===== src/rtl/fixed_sub_stream_16.sv =====
// rtl/fixed_sub_stream_16.sv - streaming Q8.8 saturating subtractor, 2-stage pipeline
//
// Ports:
//   clk, rst      - clock, synchronous active-high reset
//   in_valid      - A/B operand pair valid
//   in_ready      - operand pair accepted this cycle
//   A, B          - signed Q8.8 minuend / subtrahend
//   out_valid     - Diff_Out valid
//   out_ready     - downstream accepts Diff_Out
//   Diff_Out      - signed Q8.8 result A - B (clamped when SAT_EN=1)
//   Sat_Flag      - presented result overflowed the Q8.8 range
//   sat_count     - number of saturated results delivered (sticks at max)
//   cnt_clr       - synchronous clear of sat_count

module fixed_sub_stream_16 #(
    parameter int CNT_W  = 16,
    parameter bit SAT_EN = 1'b1
) (
    input  logic             clk,
    input  logic             rst,
    input  logic             in_valid,
    output logic             in_ready,
    input  logic [15:0]      A,
    input  logic [15:0]      B,
    output logic             out_valid,
    input  logic             out_ready,
    output logic [15:0]      Diff_Out,
    output logic             Sat_Flag,
    output logic [CNT_W-1:0] sat_count,
    input  logic             cnt_clr
);

    localparam logic [CNT_W-1:0] CNT_MAX = '1;

    // Stage 1 state: full-precision 17-bit difference
    logic signed [16:0] s1_diff;
    logic               s1_valid;

    // Stage 2 state
    logic               s2_valid;

    // Flow control
    logic adv1;
    logic adv2;

    // Stage 2 combinational result
    logic        ovf_pos;
    logic        ovf_neg;
    logic [15:0] sat_value;

    // Stage 2 advances whenever it is empty (bubble collapse) or drained.
    assign adv2     = ~s2_valid | out_ready;
    assign adv1     = ~s1_valid | adv2;
    assign in_ready = adv1;

    assign out_valid = s2_valid;

    // Bits 16 and 15 of the 17-bit difference disagree exactly when the
    // value lies outside the 16-bit signed range.
    assign ovf_pos = ~s1_diff[16] &  s1_diff[15];
    assign ovf_neg =  s1_diff[16] & ~s1_diff[15];

    always_comb begin
        sat_value = s1_diff[15:0];
        if (SAT_EN) begin
            if (ovf_pos) begin
                sat_value = 16'h7FFF;
            end else if (ovf_neg) begin
                sat_value = 16'h8000;
            end
        end
    end

    // Pipeline registers
    always_ff @(posedge clk) begin
        if (rst) begin
            s1_valid <= 1'b0;
            s1_diff  <= '0;
            s2_valid <= 1'b0;
            Diff_Out <= '0;
            Sat_Flag <= 1'b0;
        end else begin
            if (adv2) begin
                s2_valid <= s1_valid;
                if (s1_valid) begin
                    Diff_Out <= sat_value;
                    Sat_Flag <= ovf_pos | ovf_neg;
                end
            end
            if (adv1) begin
                s1_valid <= in_valid;
                if (in_valid) begin
                    s1_diff <= $signed({A[15], A}) - $signed({B[15], B});
                end
            end
        end
    end

    // Saturation event counter; clear has priority over an increment.
    always_ff @(posedge clk) begin
        if (rst) begin
            sat_count <= '0;
        end else if (cnt_clr) begin
            sat_count <= '0;
        end else if (s2_valid && out_ready && Sat_Flag && (sat_count != CNT_MAX)) begin
            sat_count <= sat_count + 1'b1;
        end
    end

endmodule


===== config.mk =====
export PLATFORM = sky130hd
export DESIGN_NAME = fixed_sub_stream_16
export DESIGN_NICKNAME = d
export VERILOG_FILES = /design/src/rtl/fixed_sub_stream_16.sv
export SDC_FILE = /design/constraint.sdc
export NUM_CORES = 1
export LEC_CHECK = 0
export CORE_ASPECT_RATIO = 1.5
export CORE_MARGIN = 5
export CORE_UTILIZATION = 55
export CTS_BUF_LIST = sky130_fd_sc_hd__clkbuf_8
export DETAILED_ROUTE_END_ITERATION = 8
export PLACE_DENSITY = 0.95
export SETUP_SLACK_MARGIN = 0.05
export SLEW_MARGIN = 25
export SYNTH_ARGS = -nofsm -noshare
export SYNTH_HDL_FRONTEND = slang
export SYNTH_SLANG_ARGS = --single-unit

===== constraint.sdc =====
create_clock -name clk -period 5.3 [get_ports clk]
set_input_delay 0.795 -clock clk [delete_from_list [all_inputs] [get_ports clk]]
set_output_delay 0.795 -clock clk [all_outputs]
set_load 0.03 [all_outputs]

==> impl_metrics.py <==
metrics = {
    "cts": {
        "clock_latency_ns": 0.30,
        "ctsResizeCount": 0,
        "tritoncts_clock_tree": "done",
        "cts_max_level": 2,
        "cts.sinks": 52,
        "worst_setup_hold_path_clk_slew_ns": 0.08,
        "clock_root_buffer_master": "clkbuf_8",
        "cts_buffers": 5,
        "cts_hold_buffers": 0,
        "cts_setup_buffers": 0,
        "cts_max_path_buffers": 2,
    },
    "logic_synthesis": {
        "synth-main-ff-cell": "dfxtp_1",
        "yosys.cell_types.count": 46,
        "yosysSeqAreaShare_pct": 35.3,
        "synthCells": 367,
        "ys_ff_latch": 52,
        "synth_enable_flop_cells": 0,
        "synth_async_sr_flop_share_pct": 0,
        "synth_area_um2": 2950,
        "synth_nets": 425,
        "syn-mean-instance-area_um2": 8.03,
        "ys_warn_count": 0,
    },
    "final_layout": {
        "diodes": 0,
        "postLayoutCoreUtil_pct": 74.0,
        "number_of_standard_cells_in_the_final_layout_excluding_fillers": 499,
        "final_common_cell": "clkdlybuf4s50_1",
        "drive_gt1_share_pct": 3.94,
        "layout.nets": 489,
        "final_cell_mix": "clkdlybuf4s50_1, dfxtp_1, nor2_1",
        "area_delta_synth_final_pct": 29.6,
    },
    "sta": {
        "fin_tns_setup_ns": 0,
        "fin_skew_ns": 0.0102,
        "timing_worst_slew_pin_value_ns": 0.976,
        "number_of_setup_violations_in_the_final_report": 0,
        "achievable-frequency_mhz": 340,
        "layout_worst_path_cycle_share_pct": 55.6,
        "rsz_0062_raised_after_global_routing": "false",
        "finalHoldViolCount": 0,
        "finalWorstSetupSlack_ns": 2.35,
        "tightest_slew_margin_relative_to_the_limit_pct": 34.9,
        "period_needed_ns": 2.95,
        "final-max-slew-violation-count": 0,
    },
    "critical_path": {
        "timing.critical_path.cells": "clkdlybuf4s50_1 > nand3b_1 > clkdlybuf4s50_1",
        "critical_path.startpoint_type": "input pin",
        "timing.rr.end": "sat_count[4]",
        "crit_path_end_kind": "output port",
        "worst_path_largest_cell_delay_ns": 0.69,
        "cpMostUsedCell": "clkdlybuf4s50_1",
        "r2r.worst_path.cells": 7,
        "crit_path_slowest_cell": "clkdlybuf4s50_1",
        "cpLargestDelayFamily": "buffers and inverters",
        "critical_path_peak_fanout": 4,
        "worst-endpoint-required_ns": 4.51,
        "reg2reg_from": "sat_count[1]",
        "timing.critical_path.arrival_ns": 2.15,
        "setup.reg_to_reg.worst_slack_ns": 3.45,
        "timing.setup.critical_path_class": "input pin to output port",
        "worstPathBufferInverterCount": 2,
    },
    "pwr": {
        "power_density_nw_per_um2": 254,
        "leakage_nw": 1.45,
        "max_vdd_drop_mv": 0.136,
        "p_total_w": 0.000972,
    },
    "min_path": {
        "hold_wc_startpoint": "s1_diff[12]",
        "hold_path_depth": 2,
        "timing.hold.worst.class": "register to register",
        "hold_path_end": "s1_diff[12]",
    },
    "run_status": {
        "status": "completed",
    },
    "routing": {
        "routed-via-count": 2759,
        "drtPass1Iterations": 4,
        "dr.first_iter.drc_count": 115,
        "detail-route-antenna-nets": 0,
        "detail_route.drc_violations": 0,
        "avgRoutedWirePerCell_um": 13.7,
        "via_per_inst": 5.53,
        "route.final.wire_length_mm": 6.82,
    },
    "floorplanning": {
        "die_span_in_y_um": 99.6,
        "placeableCoreArea_um2": 5160,
        "die_footprint_um2": 6950,
        "die_w_um": 69.8,
        "initial_core_util_pct": 57.0,
        "top_level_ports": 72,
        "fp-row-count": 32,
    },
    "placement": {
        "finalWeightedCongestion": 0.870,
        "place.port_buffers": 71,
        "post-dp-hpwl_mm": 5.45,
        "post-place-ws_ns": 2.10,
        "placedCellCount": 492,
    },
    "global_routing": {
        "grt_antenna_before_repair": 0,
        "total_routing_resource_utilization_after_global_routing_pct": 19.5,
        "vias_in_the_first_global_route": 2640,
        "pin_count_of_the_biggest_net_entering_global_routing": 38,
        "globalRouteOverflowTotal": 0,
        "grt_first_pass_wirelength_mm": 11.4,
    },
    "flow_run": {
        "max_cap_viol_count": 0,
    },
}
through the flow:
stage                     area, µm²  hold slack, ns
after floorplan                2950           0.425
after global placement         3690           0.443
after detailed placement       3690           0.445
after CTS                      3820           0.457
after global routing           3820           0.485
final                          3820           0.459
synth_stat cells (2+ instances only):
library cell | n | area, µm²
nand3_1 | 14 | 70.1
o211ai_1 | 3 | 22.5
clkbuf_1 | 12 | 45.0
a21oi_1 | 40 | 200
dfxtp_1 | 52 | 1040
nor2_1 | 42 | 158
and2_1 | 5 | 31.3
a21o_1 | 3 | 22.5
nand3b_1 | 5 | 37.5
xor2_1 | 11 | 96.3
o21bai_1 | 4 | 30.0
nand2b_1 | 8 | 50.1
buf_2 | 2 | 10.0
and4_1 | 2 | 17.5
ha_1 | 20 | 250
nand2_1 | 37 | 139
o21ai_1 | 6 | 30.0
nor3b_1 | 2 | 15.0
xnor2_1 | 13 | 114
inv_1 | 26 | 97.6
o21ai_0 | 7 | 35.0
a31oi_1 | 2 | 12.5
nor3_1 | 5 | 25.0
a211oi_1 | 21 | 158
nand4_1 | 4 | 25.0
power breakdown:
part	switching, W	internal [W]
logic	0.000128	0.000105
registers	0.0000149	0.000415
clock network	0.000123	0.000186
worst max-delay path by stage:
| stage | cells past startpoint | slack (ns) | endpoint | startpoint |
|---|---|---|---|---|
| after floorplan | 9 | 2.75 | s1_diff[14] | A[0] |
| after global placement | 10 | 2.20 | s1_diff[14] | A[0] |
| after detailed placement | 10 | 2.10 | s1_diff[14] | A[0] |
| after CTS | 3 | 2.35 | in_ready | out_ready |
| after global routing | 3 | 2.29 | in_ready | out_ready |
| final | 3 | 2.35 | in_ready | out_ready |
final cells by class:
cell class	count	area [µm²]
clock inverters	2	60.1
fillers	371	1350
repair buffers	72	718
clock buffers	5	68.8
well taps	68	85.1
inverters	26	97.6
flip-flops and latches	52	1040
multi-input cells	274	1750
kinds of logic after synthesis:
kind of cell	share of synthesized area, %
and+or+nand+nor	22.6
AOI/OAI and AO/OA	20.5
DFF	35.3
buffers and inverters	5.31
xor gates and xnor gates	7.13
adders and majority gates	9.17
routing by layer:
metal	global-route usage, %	part of all wire [%]
met2	39.0	55
met5	0	0
met3	2.43	4.1
met4	9.29	3.0
met1	19.2	38
flip-flops by register name, indices dropped and copies added (netlist names):
register / flops
Sat_Flag: 1
Diff_Out: 16
sat_count: 16
out_valid: 1
s1_valid: 1
s1_diff: 17
tightest hold or removal path: stages (launching register included):
cell and delay, ns:
dfxtp_1 0.32, nand2_1 0.05, o21ai_1 0.05
No activity file was read; power rests on OpenSTA's default activity.
